`src/rtl/bp_be_stream_prefetcher.sv`:
```
// bp_be_stream_prefetcher: multi-stream strided load prefetcher, one block-aligned request per block crossing
module bp_be_stream_prefetcher #(
  parameter int vaddr_width_p        = 39,
  parameter int streams_p            = 4,
  parameter int loop_range_p         = 8,
  parameter int stride_width_p       = 8,
  parameter int block_offset_width_p = 6,
  parameter int replace_p            = 1
) (
  input  logic                      clk_i,
  input  logic                      reset_n_i,
  input  logic                      flush_i,
  input  logic                      v_i,
  output logic                      ready_and_o,
  input  logic [vaddr_width_p-1:0]  pc_i,
  input  logic [vaddr_width_p-1:0]  eff_addr_i,
  input  logic [stride_width_p-1:0] stride_i,
  input  logic [loop_range_p-1:0]   loop_counter_i,
  output logic                      v_o,
  input  logic                      yumi_i,
  output logic [vaddr_width_p-1:0]  pf_vaddr_o,
  output logic [vaddr_width_p-1:0]  pf_pc_o
);
  localparam int idx_w = $clog2(streams_p);
  localparam int bo = block_offset_width_p;
  localparam logic rep_en = replace_p != 0;
  typedef enum logic [1:0] {e_idle, e_advance, e_send} state_e;
  state_e st_r [streams_p];
  state_e st_n [streams_p];
  logic [vaddr_width_p-1:0] pc_r [streams_p];
  logic [vaddr_width_p-1:0] pc_n [streams_p];
  logic [vaddr_width_p-1:0] addr_r [streams_p];
  logic [vaddr_width_p-1:0] addr_n [streams_p];
  logic [vaddr_width_p-1:0] stride_r [streams_p];
  logic [vaddr_width_p-1:0] stride_n [streams_p];
  logic [loop_range_p-1:0] cnt_r [streams_p];
  logic [loop_range_p-1:0] cnt_n [streams_p];
  logic [idx_w-1:0] vic_r, vic_n, last_r, last_n, gnt_r, gnt_n, hit_idx, idle_idx, tgt, pick;
  logic [streams_p-1:0] hit, idle, send_n;
  logic gnt_v_r, gnt_v_n, found, any_hit, any_idle, load, fire, hold;
  logic [vaddr_width_p-1:0] stride_ext;
  assign fire = gnt_v_r & yumi_i;
  assign hold = gnt_v_r & ~yumi_i;
  assign stride_ext = {{(vaddr_width_p-stride_width_p){stride_i[stride_width_p-1]}}, stride_i};
  always_comb begin
    hit = '0;
    idle = '0;
    hit_idx = '0;
    idle_idx = '0;
    for (int i = streams_p-1; i >= 0; i--) begin
      hit[i] = (st_r[i] != e_idle) && (pc_r[i] == pc_i);
      idle[i] = st_r[i] == e_idle;
      if (hit[i]) hit_idx = idx_w'(i);
      if (idle[i]) idle_idx = idx_w'(i);
    end
  end
  assign any_hit = |hit;
  assign any_idle = |idle;
  assign tgt = any_hit ? hit_idx : any_idle ? idle_idx : vic_r;
  // a victim that is the held grant would corrupt the stable output, so it is refused too
  assign ready_and_o = reset_n_i & ~flush_i & ~(gnt_v_r & (pc_i == pc_r[gnt_r]))
                     & (any_hit | any_idle | (rep_en & ~(gnt_v_r & (vic_r == gnt_r))));
  assign load = v_i & ready_and_o & (loop_counter_i != '0);
  assign vic_n = vic_r + idx_w'(load & ~any_hit & ~any_idle);
  always_comb begin
    st_n = st_r;
    pc_n = pc_r;
    addr_n = addr_r;
    stride_n = stride_r;
    cnt_n = cnt_r;
    for (int i = 0; i < streams_p; i++) begin
      if (flush_i) st_n[i] = e_idle;
      else if (load && tgt == idx_w'(i)) begin
        pc_n[i] = pc_i;
        addr_n[i] = eff_addr_i;
        stride_n[i] = stride_ext;
        cnt_n[i] = loop_counter_i;
        st_n[i] = e_advance;
      end else if (st_r[i] == e_advance) begin
        addr_n[i] = addr_r[i] + stride_r[i];
        cnt_n[i] = cnt_r[i] - 1'b1;
        st_n[i] = (addr_n[i][vaddr_width_p-1:bo] != addr_r[i][vaddr_width_p-1:bo]) ? e_send
                : (cnt_n[i] == '0) ? e_idle : e_advance;
      end else if (st_r[i] == e_send && fire && gnt_r == idx_w'(i))
        st_n[i] = (cnt_r[i] == '0) ? e_idle : e_advance;
    end
  end
  for (genvar g = 0; g < streams_p; g++) begin : g_send
    assign send_n[g] = st_n[g] == e_send;
  end
  assign last_n = fire ? gnt_r : last_r;
  // arbitrate on next-cycle slot state so a fresh SEND is visible on v_o the same cycle
  always_comb begin
    found = 1'b0;
    pick = gnt_r;
    for (int k = 1; k <= streams_p; k++)
      if (!found && send_n[last_n + idx_w'(k)]) begin
        found = 1'b1;
        pick = last_n + idx_w'(k);
      end
  end
  assign gnt_v_n = ~flush_i & (hold | found);
  assign gnt_n = hold ? gnt_r : pick;
  always_ff @(posedge clk_i or negedge reset_n_i)
    if (!reset_n_i) begin
      for (int i = 0; i < streams_p; i++) st_r[i] <= e_idle;
      vic_r <= '0;
      last_r <= '0;
      gnt_r <= '0;
      gnt_v_r <= 1'b0;
    end else begin
      st_r <= st_n;
      vic_r <= vic_n;
      last_r <= last_n;
      gnt_r <= gnt_n;
      gnt_v_r <= gnt_v_n;
    end
  always_ff @(posedge clk_i) begin
    pc_r <= pc_n;
    addr_r <= addr_n;
    stride_r <= stride_n;
    cnt_r <= cnt_n;
  end
  assign v_o = gnt_v_r;
  assign pf_vaddr_o = {addr_r[gnt_r][vaddr_width_p-1:bo], {bo{1'b0}}};
  assign pf_pc_o = pc_r[gnt_r];
endmodule

```
`config.mk`:
```
export PLATFORM = sky130hd
export DESIGN_NAME = bp_be_stream_prefetcher
export DESIGN_NICKNAME = d
export VERILOG_FILES = /design/src/rtl/bp_be_stream_prefetcher.sv
export SDC_FILE = /design/constraint.sdc
export NUM_CORES = 1
export LEC_CHECK = 0
export ABC_AREA = 0
export BUFFER_PORTS_ARGS = -buffer_cell sky130_fd_sc_hd__buf_2
export CAP_MARGIN = 20
export CORE_AREA = 2 2 247 249
export DETAILED_ROUTE_END_ITERATION = 16
export DIE_AREA = 0 0 249 251
export PLACE_DENSITY = 0.8
export SETUP_SLACK_MARGIN = 0.15
export SLEW_MARGIN = 20
export SYNTH_ARGS = -nofsm -noshare
export SYNTH_HDL_FRONTEND = slang
export SYNTH_SLANG_ARGS = --single-unit
```
`constraint.sdc`:
```
create_clock -name clk_i -period 8 [get_ports clk_i]
set_input_delay 2 -clock clk_i [delete_from_list [all_inputs] [get_ports clk_i]]
set_output_delay 2 -clock clk_i [all_outputs]
set_load 0.01 [all_outputs]
```
==> Implementation_results.wiki <==
{| class="wikitable"
! Metric !! Value
|-
| Run status || complete, no violations
|-
| Max_cap viols || 0
|-
| Dominant delay contributor by cell family on the critical path || simple AND/OR/NAND/NOR gates
|-
| Distinct cells, synth || 112
|-
| Average detailed-routed wire length per instance || 25.5 um
|-
| Maximum buffer depth of the clock tree || 3
|-
| Post-route DRC || 0
|-
| Category of the worst setup path launch point || input pin
|-
| Clock tree from TritonCTS || built
|-
| Ratio of cells with drive above 1 in the final layout || about an eighth
|-
| Setup crit end kind || output port
|-
| Skew final || 0.0581 ns
|-
| Routability congestion estimate from global placement || 1.06
|-
| Vertical die dimension || 251 um
|-
| Largest cells by area after synthesis || edfxtp_1, xor2_1, ha_1, xnor2_1, mux4_2
|-
| Mean number of vias per cell || 6.71
|-
| H-tree Lvls || 2
|-
| Clock root cell || clkbuf_16
|-
| Total clock sinks || 391
|-
| Achievable frequency || 156 MHz
|-
| Worst path required time || roughly 6.0 ns
|-
| Final hold violation count || 0
|-
| Startpoint of the worst register-to-register path || stride_r[7]$_DFFE_PP_
|-
| WL final || 109 mm
|-
| Path category of the worst min-delay check || reg -> reg
|-
| Filler Cells Inserted || 5,041
|-
| Initial antenna violation count || 10
|-
| Number of warnings reported in the yosys synthesis log || 0
|-
| Post-synth top area share || 34.5%
|-
| VDD IR-drop max || 187 uV
|-
| Total number of nets in the final design || 3,707
|-
| Sequential fraction of the synthesis area || around 36%
|-
| Layout-stage area growth over the synthesis result || 8.10%
|-
| Min Clock Period, post-route || 6.42 ns
|-
| Worst-case reg-to-reg path depth || 15
|-
| First-pass iteration count of the detailed router || 6
|-
| Cell count after synthesis || between 3,000 and 4,000
|-
| Critical Setup Path Class || in -> out
|-
| Reg2reg setup slack || approximately 1.8 ns
|-
| Standard-cell row count || 90
|-
| Buffers plus inverters on the worst setup path || 2
|-
| Reg-to-reg endpoint || gnt_r[0]$_DFFE_PN0P_
|-
| Global-route wire length before repair || between 150 and 200 mm
|-
| Number of global-route vias before repair || 26,600
|-
| Power per cell area || 163 nW/um2
|-
| Most common flop cell mapped by yosys || edfxtp_1
|-
| Port Buffer Count || 172
|-
| CP Cell Sequence || buf_2, xor2_1, nor4_1, nand4_1, nor4_1, nor2_1, nand3_1, o211a_1, buf_2
|-
| Maximum fanout along the worst path || 9
|-
| Die X || around 250 um
|-
| Initial core utilization || 54.7%
|-
| Max-slew violation count || 0
|-
| Synth Cell Area || 32,700 um2
|-
| Syn avg cell area || 9.62 um2
|-
| Finish-stage setup viols || 0
|-
| Number of setup buffers added after CTS || 0
|-
| Clock latency on the worst-skew pair || 0.62 ns
|-
| Total power draw || between 5 and 6 mW
|-
| Hold buffer count at CTS || 0
|-
| Fin crit share || approximately 80%
|-
| Placeable core region || between 50,000 and 60,000 um2
|-
| Stages on the worst setup path || 9
|-
| Number of enable flip-flop cells after synthesis || 376
|-
| Final ANT Viol Nets || 0
|-
| Total number of vias || about 29,000
|-
| Synth Register Bits || 391
|-
| Terminating pin of the worst hold path || vic_r[1]$_DFF_PN0_
|-
| Resized cells post-CTS || 0
|-
| Clock-pin transition on the worst setup and hold timing paths || 0.06 ns
|-
| Worst path max stage delay || 0.65 ns
|-
| Worst relative slew slack || 15.1%
|-
| Min-Delay Startpoint || vic_r[1]$_DFF_PN0_
|-
| Transition time at the pin with the least slew margin || 1.24 ns
|-
| Crit path arrival time || 4.42 ns
|-
| Accumulated negative setup slack || 0 ns
|-
| Cell with the largest stage delay on the worst path || nor4_1
|-
| Count of cells along the worst hold path || 1
|-
| Static Leak || approximately 13 nW
|-
| Worst setup startpoint || pc_i[31]
|-
| Number of buffers created by CTS || 44
|-
| Gr usage total || 34.0%
|-
| Drt initial violations || 3,500
|-
| Ys async rst share || 3.84%
|-
| Setup repair after global routing missed its margin || false
|-
| Cell type contributing the most total cell area after synthesis || edfxtp_1
|-
| Estimated wirelength of the detail-placed design || about 84 mm
|-
| Most used standard cell by instance count after synthesis || edfxtp_1
|-
| Most used standard cells in the synthesized netlist || edfxtp_1, a21oi_1, nand2_1
|-
| Pin count of the biggest net entering global routing || 85
|-
| IO Pins || 179
|-
| Area of the die || approximately 62,000 um2
|-
| GRT Residual Overflow || 0
|}
[how the worst max path moves through the flow]
stage	slack [ns]	to
after floorplan	1.31	addr_r[39]$_DFFE_PP_
after global placement	1.72	pc_r[16]$_DFFE_PP_
after detailed placement	1.64	pc_r[16]$_DFFE_PP_
after CTS	1.71	ready_and_o
after global routing	1.54	ready_and_o
final	1.58	ready_and_o
[cell usage in the layout (no fill, tap or decap), types with 73 or more instances in the layout]
cell      Yosys  layout
a21oi_1     314     314
buf_2        29     172
edfxtp_1    376     376
ha_1        165     165
nand2_1     311     310
nand4_1      77      77
nor2_1      288     288
nor4_1       73      73
o21ai_0     185     181
xnor2_1     211     211
xor2_1      245     245
[where the power goes]
group | leakage [nW] | switching (mW) | internal [mW] | total, mW
Sequential | 3.60 | 0.122 | 2.28 | 2.40
Clock | 0.677 | 0.908 | 1.09 | 2.00
Combinational | 8.73 | 0.758 | 0.600 | 1.36
Total | 13.0 | 1.79 | 3.97 | 5.76
[stage by stage]
step / utilization (%) / instance area (um2) / instances / hold slack, ns / setup WS (ns)
floorplan: - / 32700 / 3406 / 0.483 / 1.31
global placement: 56.7 / 33900 / 4175 / 0.504 / 1.72
detailed placement: 56.7 / 33900 / 4175 / 0.527 / 1.64
CTS: 59.1 / 35300 / 4257 / 0.539 / 1.71
global route: 59.1 / 35300 / 4259 / 0.552 / 1.54
finish: 59.1 / 35400 / 4263 / 0.541 / 1.58
[per-layer routing]
metal	vias up	wire (um)	global-route usage [%]	share of wire, %
met3	337	12000	6.79	11
met1	13600	42800	45.9	39
met4	10	7300	19.7	6.7
li1	12800	-	-	-
met2	1802	46400	51.0	43
met5	-	69	0	0.064
[cell type report]
type                       count  area [um2]  share of cell area, %
timing repair buffer         195        1030                   2.92
multi-input combinational   2733       20000                   56.5
clock buffer                  56        1180                   3.33
tap                          782         978                   2.77
sequential                   391       11700                   33.0
clock inverter                26         233                  0.658
antenna                        6        15.0                 0.0425
inverter                      74         282                  0.796
[cell families (layout without fill, tap and decap cells)]
| logic type | count (synthesis) | in the layout | share of synthesized area, % |
|---|---|---|---|
| buffers and inverters | 282 | 351 | 3.51 |
| AOI/OAI and AO/OA | 902 | 902 | 17.9 |
| other | 1 | 12 | 0.0115 |
| and+or+nand+nor | 1063 | 1063 | 15.9 |
| adders and majority gates | 169 | 169 | 6.56 |
| DFF | 391 | 391 | 35.7 |
| xor gates and xnor gates | 488 | 488 | 14.4 |
| muxes | 105 | 105 | 6.06 |
[flip-flops by register name (all words and copies together) (netlist names)]
| register | cells |
|---|---|
| addr_r | 156 |
| cnt_r | 32 |
| gnt_r | 2 |
| last_r | 2 |
| pc_r | 156 |
| st_r | 8 |
| stride_r | 32 |
| v_o | 1 |
| vic_r | 2 |
No activity file was read; power rests on OpenSTA's default activity.
